File: src/rtl/line_encoder_4to2.sv
// Registered, debounced 4-to-2 line encoder with a two-flop input synchronizer.
// Compile-time option ENC_PRIORITY_EN: multi-hot inputs resolve to the highest index instead of raising ERR.
module line_encoder_4to2 #(
    parameter int DEBOUNCE = 4,
    parameter int CNT_W    = 8
) (
    input  logic       clk,
    input  logic       rst_n,
    input  logic [3:0] I,
    output logic [1:0] O,
    output logic       V,
    output logic       STB,
    output logic       ERR
);

    typedef enum logic [2:0] {
        ST_IDLE    = 3'd0,
        ST_SETTLE  = 3'd1,
        ST_HOLD    = 3'd2,
        ST_RELEASE = 3'd3
`ifndef ENC_PRIORITY_EN
        ,
        ST_BLOCK   = 3'd4
`endif
    } state_t;

    localparam logic [CNT_W-1:0] CNT_DEB = CNT_W'(DEBOUNCE);
    localparam logic [CNT_W-1:0] CNT_ONE = CNT_W'(1);

    state_t           state_q, state_d;
    logic [3:0]       sync1_q, sync1_d;
    logic [3:0]       is_q, is_d;
    logic [3:0]       snap_q, snap_d;
    logic [CNT_W-1:0] cnt_q, cnt_d;
    logic [1:0]       o_q, o_d;
    logic             v_q, v_d;
    logic             stb_q, stb_d;
    logic             err_q, err_d;

    function automatic logic [1:0] hi_index(input logic [3:0] v);
        if (v[3])      return 2'd3;
        else if (v[2]) return 2'd2;
        else if (v[1]) return 2'd1;
        else           return 2'd0;
    endfunction

    always_comb begin
        sync1_d = I;
        is_d    = sync1_q;
        state_d = state_q;
        snap_d  = snap_q;
        cnt_d   = cnt_q;
        o_d     = o_q;
        v_d     = v_q;
        stb_d   = 1'b0;
        err_d   = err_q;
        case (state_q)
            ST_IDLE: begin
                if (is_q != 4'd0) begin
                    state_d = ST_SETTLE;
                    snap_d  = is_q;
                    cnt_d   = CNT_ONE;
                end
            end
            ST_SETTLE: begin
                if (is_q == 4'd0) begin
                    state_d = ST_IDLE;
                end else if (is_q != snap_q) begin
                    snap_d = is_q;
                    cnt_d  = CNT_ONE;
                end else if (cnt_q == CNT_DEB) begin
`ifdef ENC_PRIORITY_EN
                    state_d = ST_HOLD;
                    o_d     = hi_index(snap_q);
                    v_d     = 1'b1;
                    stb_d   = 1'b1;
`else
                    // More than one bit set: x & (x-1) clears only the lowest set bit.
                    if ((snap_q & (snap_q - 4'd1)) != 4'd0) begin
                        state_d = ST_BLOCK;
                        err_d   = 1'b1;
                        cnt_d   = '0;
                    end else begin
                        state_d = ST_HOLD;
                        o_d     = hi_index(snap_q);
                        v_d     = 1'b1;
                        stb_d   = 1'b1;
                    end
`endif
                end else begin
                    cnt_d = cnt_q + CNT_ONE;
                end
            end
            ST_HOLD: begin
                if (is_q == 4'd0) begin
                    state_d = ST_RELEASE;
                    cnt_d   = CNT_ONE;
                end
            end
            ST_RELEASE: begin
                if (is_q != 4'd0) begin
                    state_d = ST_HOLD;
                end else if (cnt_q == CNT_DEB) begin
                    state_d = ST_IDLE;
                    v_d     = 1'b0;
                end else begin
                    cnt_d = cnt_q + CNT_ONE;
                end
            end
`ifndef ENC_PRIORITY_EN
            // Counter restarts from zero on every nonzero sample so only a clean zero run exits.
            ST_BLOCK: begin
                if (is_q != 4'd0) begin
                    cnt_d = '0;
                end else if (cnt_q == CNT_DEB) begin
                    state_d = ST_IDLE;
                    err_d   = 1'b0;
                end else begin
                    cnt_d = cnt_q + CNT_ONE;
                end
            end
`endif
            default: state_d = ST_IDLE;
        endcase
    end

    always_ff @(posedge clk or negedge rst_n) begin
        if (!rst_n) begin
            state_q <= ST_IDLE;
            sync1_q <= 4'd0;
            is_q    <= 4'd0;
            snap_q  <= 4'd0;
            cnt_q   <= '0;
            o_q     <= 2'd0;
            v_q     <= 1'b0;
            stb_q   <= 1'b0;
            err_q   <= 1'b0;
        end else begin
            state_q <= state_d;
            sync1_q <= sync1_d;
            is_q    <= is_d;
            snap_q  <= snap_d;
            cnt_q   <= cnt_d;
            o_q     <= o_d;
            v_q     <= v_d;
            stb_q   <= stb_d;
            err_q   <= err_d;
        end
    end

    assign O   = o_q;
    assign V   = v_q;
    assign STB = stb_q;
`ifdef ENC_PRIORITY_EN
    assign ERR = 1'b0;
`else
    assign ERR = err_q;
`endif

endmodule
File: config.mk
export PLATFORM = sky130hd
export DESIGN_NAME = line_encoder_4to2
export DESIGN_NICKNAME = d
export VERILOG_FILES = /design/src/rtl/line_encoder_4to2.sv
export SDC_FILE = /design/constraint.sdc
export NUM_CORES = 1
export LEC_CHECK = 0
export ABC_AREA = 1
export BUFFER_PORTS_ARGS = -buffer_cell sky130_fd_sc_hd__buf_2
export CAP_MARGIN = 20
export CORE_ASPECT_RATIO = 0.6
export CORE_MARGIN = 1.5
export CORE_UTILIZATION = 42
export CTS_CLUSTER_SIZE = 25
export DETAILED_ROUTE_END_ITERATION = 10
export HOLD_SLACK_MARGIN = 0.02
export PLACE_DENSITY = 0.68
export SLEW_MARGIN = 15
export SYNTH_ARGS = -nofsm -noshare
export SYNTH_HDL_FRONTEND = slang
export SYNTH_SLANG_ARGS = --single-unit
File: constraint.sdc
create_clock -name clk -period 2.76 [get_ports clk]
set_clock_uncertainty 0.05 [all_clocks]
set_input_delay 0.276 -clock clk [delete_from_list [all_inputs] [get_ports clk]]
set_output_delay 0.276 -clock clk [all_outputs]
set_load 0.05 [all_outputs]
==> flow_summary.ini <==
[power_and_ir_drop]
p_leak_nw = 1.03
p_per_area_nw_per_um2 = 981
ir_drop_mv = 0.410

[hold_path]
hp-class = in -> reg

[placed_design]
io_buffers = 10
gp_congestion = 0.917
hpwl_mm = 2.80

[finish]
area_delta_synth_final_pct = 10.6
nets = 268
diodes = 0
fill_cells = 385
final_core_util_pct = 49.5
layout-drive-gt1-share_pct = 9.69

[timing]
fin_crit_sh_pct = 69.2
max_slew_margin_pct = 59.7
whs_ns = 0.0503
hold_viol_final = 0
tns_ns = 0
worstMarginPinSlew_ns = 0.605
max_clock_freq_mhz = 524
rsz0062_at_grt = no
slew_violations = 0
min_period_ns = 1.91
setup-violations-final = 0

[critical_path]
worst-path-max-fanout = 13
worstPathCellList = inv_1, ha_1, nand3_2, nor2_4, inv_4, nor2_4, nand2_1, nand2_2, inv_1, nand2_1, nand2_1
cpMaxStageDelayCell = dfrtp_1
cp_top_family = simple AND/OR/NAND/NOR gates
start_kind = flip-flop
end_kind = flip-flop
critPathRequiredTime_ns = 2.88
critical_path_class = reg -> reg
worstPathBufferInverterCount = 3
path_common_cell = nand2_1
cpPeakStageDelay_ns = 0.43
arrival_ns = 2.03

[detailed_routing]
vias_per_cell = 5.02
wl_per_cell_um = 11.7
firstDrtPassIters = 7
drc = 2
dr.first_iter.drc_count = 153
routed_wl_mm = 3.56
num_vias = 1531
postRouteAntennaNets = 0

[synth]
syn_area_per_cell_um2 = 6.91
synth_common_cells = nand2_1, inv_1, dfrtp_1
ys.flop_type = dfrtp_1
synth_top_area_share_pct = 41.6
yosysTopAreaCell = dfrtp_1
ys_seq_area_share_pct = 41.6
yosysUniqueCellTypes = 26
synthArstFlopShare_pct = 100
netlist_area_um2 = 1690
syn_inst = 244
synth_nets = 253
ys_top_cells_by_area = dfrtp_1, nand2_1, inv_1
ys_seq_elements = 28
synthMostInstantiatedCell = nand2_1
yosys_warnings = 0
synth_edf_count = 0

[grt]
track_usage_pct = 18.3
grt_pass1_vias = 1275
grt_antenna_before_repair = 0
overflow = 0
grt_max_degree = 29
grt_pass1_wl_mm = 6.16

[outcome]
status = finished with violations
violations = design-rule violations

[cts]
cts_max_path_buffers = 2
post_cts_resized = 0
post_cts_buffers = 0
clk_transition_reported_paths_ns = 0.10
cts_tree = yes
numCtsBuffers = 3
clock_latency_ns = 0.28
root_buffer = clkbuf_8
clkSinkCount = 28
h-tree-depth = 1

[flow_run]
maxCapViolCount = 0

[floorplan]
dieWidth_um = 84.8
initial_core_util_pct = 44.8
num_rows = 17
dieArea_um2 = 4410
core_area_um2 = 3760
io-pin-count = 11
die_h_um = 52.1
[cell usage in the layout, fill, tap and decap left out, drive strengths merged]
cell	n
bufinv	1
xnor2	1
o31ai	1
clkbuf	3
inv	36
nand3b	1
a31o	1
dlygate4sd3	1
buf	10
a21oi	3
xor2	2
o21ai	16
nand2	96
o211ai	1
nand4	2
nand3	22
nor2	26
ha	3
o21bai	2
dfrtp	28
nor3	1
a21boi	1
[registers in the layout (all words and copies together), names as in the netlist]
name	flops
is_q	4
ERR	1
STB	1
is_d	4
V	1
cnt_q	8
state_q	3
snap_q	4
O	2
[area by class of cell]
cell class	instances	area, µm²	area share (%)
multi-input cells	179	836	44.8
flip-flops and latches	28	701	37.6
inverters	36	138	7.38
repair buffers	11	60.1	3.22
well taps	47	58.8	3.15
clock buffers	3	41.3	2.21
clock inverters	1	30.0	1.61
[stage by stage]
step           setup slack, ns  instance area [µm²]  power [mW]  std cells
2_1_floorplan             1.09                 1690        1.31        244
3_3_place_gp             0.967                 1780        1.49        300
3_5_place_dp             0.871                 1780        1.49        300
4_1_cts                  0.851                 1860        1.82        305
5_1_grt                  0.627                 1860        2.01        305
6_report                 0.850                 1860        1.83        305
[final timing paths]
| path | start | to | slack, ns | depth (start not counted) |
|---|---|---|---|---|
| hold reg to reg | is_d[0]$_DFF_PN0_ | is_q[0]$_DFF_PN0_ | 0.31 | 0 |
| setup reg to reg | cnt_q[0]$_DFFE_PN0P_ | cnt_q[3]$_DFFE_PN0P_ | 0.85 | 11 |
| hold / removal | I[2] | is_d[2]$_DFF_PN0_ | 0.05 | 1 |
| setup / recovery | cnt_q[0]$_DFFE_PN0P_ | cnt_q[3]$_DFFE_PN0P_ | 0.85 | 11 |
| min in group asynchronous | rst_n | snap_q[2]$_DFFE_PN0P_ | 0.49 | 2 |
| max in group asynchronous | rst_n | cnt_q[1]$_DFFE_PN0P_ | 1.78 | 2 |
[cells by family (layout without fill, tap and decap cells)]
logic type / count (synthesis) / count (layout) / synth area share (%)
AOI/OAI and AO/OA: 25 / 25 / 8.83
and+or+nand+nor: 148 / 148 / 37.0
xor gates and xnor gates: 3 / 3 / 1.56
adders and majority gates: 3 / 3 / 2.23
buffers and inverters: 37 / 51 / 8.83
DFF: 28 / 28 / 41.6
[worst register-to-register path, cell delays in order (launching register included)]
cell and delay, ns:
dfrtp_1 0.43, inv_1 0.10, ha_1 0.16, nand3_2 0.10
nor2_4 0.23, inv_4 0.09, nor2_4 0.11, nand2_1 0.06
nand2_2 0.20, inv_1 0.13, nand2_1 0.09, nand2_1 0.05
[per-layer routing]
layer	vias to the layer above	GRT usage (%)	share of wire [%]	wire, µm
met3	2	4.44	8.7	311
met1	685	31.3	57	2040
met5	-	0	0	0
li1	791	-	-	-
met2	53	22.5	34	1190
met4	0	1.64	0.31	11
[repair_timing]
item	in CTS	in global routing
hold buffers	1	0
endpoints found under the setup margin	0	0
hold endpoints to repair	28	0
[power breakdown]
group / switching (mW) / total [mW] / internal (mW)
clock: 0.129 / 0.323 / 0.194
combinational: 0.660 / 0.929 / 0.269
sequential: 0.0808 / 0.577 / 0.496
Note: power is estimated with default switching activity, not from simulation.
